`config.mk`:
```
export PLATFORM = sky130hd
export DESIGN_NAME = control_sequencer
export DESIGN_NICKNAME = d
export VERILOG_FILES = /design/src/rtl/control_sequencer.sv
export SDC_FILE = /design/constraint.sdc
export NUM_CORES = 1
export LEC_CHECK = 0
export CAP_MARGIN = 20
export CORE_MARGIN = 5
export CORE_UTILIZATION = 42
export CTS_CLUSTER_SIZE = 25
export DETAILED_ROUTE_END_ITERATION = 10
export GPL_TIMING_DRIVEN = 0
export PLACE_DENSITY = 0.8
export SYNTH_ARGS = -nofsm -noshare
export SYNTH_HDL_FRONTEND = slang
export SYNTH_SLANG_ARGS = --single-unit
```
`constraint.sdc`:
```
create_clock -name CLK -period 4.2 [get_ports CLK]
set_input_delay 0.63 -clock CLK [delete_from_list [all_inputs] [get_ports CLK]]
set_output_delay 0.63 -clock CLK [all_outputs]
set_load 0.01 [all_outputs]
```
`src/rtl/control_sequencer.sv`:
```
// SAP-1 controller-sequencer: one-hot T1..T6 ring plus opcode decode into the control word.
// Optional VARIABLE_MACHINE_CYCLE_EN ends each instruction right after its last useful T-state.
module control_sequencer #(
    parameter int OPCODE_W = 4,
    parameter int T_STATES = 6
) (
    input  logic                CLK,
    input  logic                CLR,
    input  logic                run,
    input  logic [OPCODE_W-1:0] opcode,
    output logic                Cp,
    output logic                Ep,
    output logic                Lm,
    output logic                CE,
    output logic                Li,
    output logic                Ei,
    output logic                La,
    output logic                Ea,
    output logic                Su,
    output logic                Eu,
    output logic                Lb,
    output logic                Lo,
    output logic                HLT,
    output logic [T_STATES-1:0] t_state,
    output logic                instr_done
);

    typedef enum logic [T_STATES-1:0] {
        T1 = 6'b000001,
        T2 = 6'b000010,
        T3 = 6'b000100,
        T4 = 6'b001000,
        T5 = 6'b010000,
        T6 = 6'b100000
    } tstate_e;

    typedef enum logic [OPCODE_W-1:0] {
        OP_LDA = 4'b0000,
        OP_ADD = 4'b0001,
        OP_SUB = 4'b0010,
        OP_OUT = 4'b1110,
        OP_HLT = 4'b1111
    } opcode_e;

    tstate_e     state_q, state_d;
    logic        hlt_q, hlt_d;
    logic        is_nop;
    logic        last_state;
    logic        active;
    logic [11:0] ctrl;

    assign is_nop = !(opcode == OP_LDA || opcode == OP_ADD || opcode == OP_SUB ||
                      opcode == OP_OUT || opcode == OP_HLT);

    always_comb begin
        last_state = 1'b0;
`ifdef VARIABLE_MACHINE_CYCLE_EN
        case (state_q)
            T3:      last_state = is_nop;
            T4:      last_state = (opcode == OP_OUT);
            T5:      last_state = (opcode == OP_LDA);
            T6:      last_state = 1'b1;
            default: last_state = 1'b0;
        endcase
`else
        last_state = (state_q == T6);
`endif
    end

    // Illegal ring values fall through to T1 even while frozen, so recovery takes one edge.
    always_comb begin
        state_d = state_q;
        hlt_d   = hlt_q;
        case (state_q)
            T1, T2, T3, T4, T5, T6: begin
                if (run && !hlt_q) begin
                    if (state_q == T4 && opcode == OP_HLT) begin
                        hlt_d = 1'b1;
                    end else if (last_state) begin
                        state_d = T1;
                    end else begin
                        case (state_q)
                            T1:      state_d = T2;
                            T2:      state_d = T3;
                            T3:      state_d = T4;
                            T4:      state_d = T5;
                            T5:      state_d = T6;
                            default: state_d = T1;
                        endcase
                    end
                end
            end
            default: state_d = T1;
        endcase
    end

    always_ff @(posedge CLK or negedge CLR) begin
        if (!CLR) begin
            state_q <= T1;
            hlt_q   <= 1'b0;
        end else begin
            state_q <= state_d;
            hlt_q   <= hlt_d;
        end
    end

    assign active = CLR && run && !hlt_q;

    // Control word bit order: {Cp,Ep,Lm,CE,Li,Ei,La,Ea,Su,Eu,Lb,Lo}
    always_comb begin
        ctrl = '0;
        if (active) begin
            case (state_q)
                T1: ctrl = 12'b0110_0000_0000;
                T2: ctrl = 12'b1000_0000_0000;
                T3: ctrl = 12'b0001_1000_0000;
                T4: begin
                    case (opcode)
                        OP_LDA, OP_ADD, OP_SUB: ctrl = 12'b0010_0100_0000;
                        OP_OUT:                 ctrl = 12'b0000_0001_0001;
                        default:                ctrl = '0;
                    endcase
                end
                T5: begin
                    case (opcode)
                        OP_LDA:         ctrl = 12'b0001_0010_0000;
                        OP_ADD, OP_SUB: ctrl = 12'b0001_0000_0010;
                        default:        ctrl = '0;
                    endcase
                end
                T6: begin
                    case (opcode)
                        OP_ADD:  ctrl = 12'b0000_0010_0100;
                        OP_SUB:  ctrl = 12'b0000_0010_1100;
                        default: ctrl = '0;
                    endcase
                end
                default: ctrl = '0;
            endcase
        end
    end

    assign {Cp, Ep, Lm, CE, Li, Ei, La, Ea, Su, Eu, Lb, Lo} = ctrl;
    assign HLT        = hlt_q;
    assign t_state    = state_q;
    assign instr_done = active && last_state;

endmodule
```
==> results.cfg <==
[cells_and_area]
insertedDiodeCount = 0
area_delta_synth_final_pct = 54.5
fin_area_um2 = 866
fin_nets = 108
drive_gt1_frac = 0.0800

[clock_tree]
numCtsBuffers = 3
htreeDepth = 1
clockBufferDepth = 2
post-cts-setup-buffer-count = 0
clkLatencyLatePin_ps = 240
clock_sinks = 7
cts_hold_buf = 0
cts_root_buffer = clkbuf_4
clkTransAtPathRegs_ps = 50
cts-resized-gates = 0
cts_tree = yes

[worst_setup_path]
slowest_stage = clkdlybuf4s50_1
cp_cell_sequence = clkdlybuf4s50_1 > nand3b_1 > or3_1 > nor3_1 > clkdlybuf4s50_1
regToRegSetupSlack_ps = 2170
worst-path-buf-inv = 2
critPathMaxFanout = 9
critPathMaxStageDelay_ps = 660
crit_top_cell = clkdlybuf4s50_1
worst_ep_arrival_time_ps = 2810
critical_path_class = input pin to output port
cp.required_ps = 3570
crit_family = buffers and inverters
cp-end-kind = output port
crit_path_start_kind = input pin

[route]
drc = 0
via_count = 626
wire_per_inst_um = 13.9
ant_nets = 0
first_iter_violations = 10
wl_um = 1590
via_per_inst = 5.44
drtPass1Iterations = 4

[job]
drv_cap = 0

[synth]
yosysUniqueCellTypes = 29
synth_warnings = 0
async_flop_share = 1.00
synth_xor_area_frac = 0.0313
synthMuxAreaShare = 0.0714
synth_top_family_by_area = simple AND/OR/NAND/NOR gates
avgSynthCellArea_um2 = 8.01
synthAdderAreaFrac = 0
synth_compound_area_frac = 0.103
synth_seq_cells = 7
syn_nets = 77
yosys.area.top_type = dfrtp_1
synth_ff_type = dfrtp_1
ys_top_cells_by_area = dfrtp_1 (27%), mux2i_1 (7.1%), nand2_1 (5.4%), nor2_1 (5.4%), dfstp_2 (4.7%)
yosysSeqAreaShare = 0.315
synth_edf_count = 0
syn_inst = 70
synth_top_area_frac = 0.268
synth-simple-area-share = 0.437
syn-cell-area_um2 = 561

[pwr]
finalPower_w = 0.000293
peakVddDrop_mv = 0.212
p_leak_nw = 0.344
power.density_mw_per_mm2 = 339

[global_routing]
grt_max_degree = 10
overflow = 0
track_usage = 0.164
antenna_found_initial = 0
grt_pass1_vias = 558
grt_pass1_wl_um = 2540

[timing]
layout_min_cycle_time_ps = 3440
setup_tns_ps = 0
hold_viol = 0
slew_headroom = 0.645
worstMarginPinSlew_ps = 528
finalCritPeriodShare = 0.819
fmax_ghz = 0.291
grt_setup_unrepaired = no
setup_viol = 0
skew_ps = 0.387
holdWs_ps = 514
slew_violations = 0

[floorplan]
start_util = 0.436
ios = 27
core_mm2 = 0.00128
num_rows = 13
dieWidth_um = 46.5
dieArea_mm2 = 0.00217
dieHeight_um = 46.5

[placed_design]
place.gp.congestion = 0.878
dp_hpwl_um = 1260
portBuffers = 26
place_area_um2 = 840

[status]
status = finished, final reports clean

[hold_path]
hold_class = flip-flop to flip-flop
## layer usage
layer,routed length (µm),GRT usage,share of wire,vias up
li1,-,-,-,316
met1,675,0.202,0.42,283
met2,764,0.275,0.48,23
met3,128,0.0195,0.080,4
met4,25,0.0852,0.016,0
met5,0,0,0,-
## placed cells by master (no fill, tap or decap), types with 2 or more instances in the layout
cell type	count
clkdlybuf4s50_1	26
nand2_1	8
nor2_1	8
dfrtp_1	6
nor4_1	4
nor3_1	4
mux2i_1	4
nand3b_1	3
nor2b_1	3
inv_1	3
o21ai_0	3
or3_1	3
clkbuf_4	3
o22ai_1	2
xor2_1	2
and4_1	2
## state kept, by name, summed over array words and instances, names as in the netlist
name / count
HLT: 1
t_state: 6
## final timing paths
kind	from	cells after the start	end
setup / recovery	CLR	5	Su
hold / removal	HLT$_DFFE_PN0P_	1	HLT$_DFFE_PN0P_
setup reg to reg	t_state[1]$_DFFE_PN0P_	4	t_state[0]$_DFFE_PN1P_
hold reg to reg	HLT$_DFFE_PN0P_	1	HLT$_DFFE_PN0P_
max in group asynchronous	CLR	1	t_state[0]$_DFFE_PN1P_
min in group asynchronous	CLR	1	t_state[1]$_DFFE_PN0P_
## where the power goes
group	switching [W]	internal [W]	total [W]
Combinational	0.0000612	0.0000713	0.000133
Sequential	0.0000204	0.0000832	0.000104
Clock	0.0000211	0.0000360	0.0000571
## logic make-up (layout without fill, tap and decap cells)
group / count (synthesis) / in the layout
multiplexers: 4 / 4
XOR/XNOR: 2 / 2
AND/OR/NAND/NOR: 43 / 43
flip-flops: 7 / 7
AO/OA/AOI/OAI: 9 / 9
buffers and inverters: 5 / 35
## cells in the mapped netlist, types with 3 or more instances
| cell | number |
|---|---|
| inv_1 | 3 |
| mux2i_1 | 4 |
| nor2b_1 | 3 |
| nor2_1 | 8 |
| nor3_1 | 4 |
| o21ai_0 | 3 |
| dfrtp_1 | 6 |
| nor4_1 | 4 |
| nand3b_1 | 3 |
| or3_1 | 3 |
| nand2_1 | 8 |
## stage by stage
step / utilization / worst slack [ps] / instances
floorplan: - / 1600 / 70
global placement: 0.653 / 762 / 111
detailed placement: 0.653 / 736 / 111
CTS: 0.674 / 735 / 115
global route: 0.674 / 532 / 115
finish: 0.674 / 759 / 115
## layout make-up
type	instances	area, µm²
Tap cell	15	18.8
Multi-Input combinational cell	58	360
Buffer	2	12.5
Sequential cell	7	176
Clock buffer	4	26.3
Inverter	3	11.3
Fill cell	123	419
Timing Repair Buffer	26	260
Power figures use the tool's default switching activity.
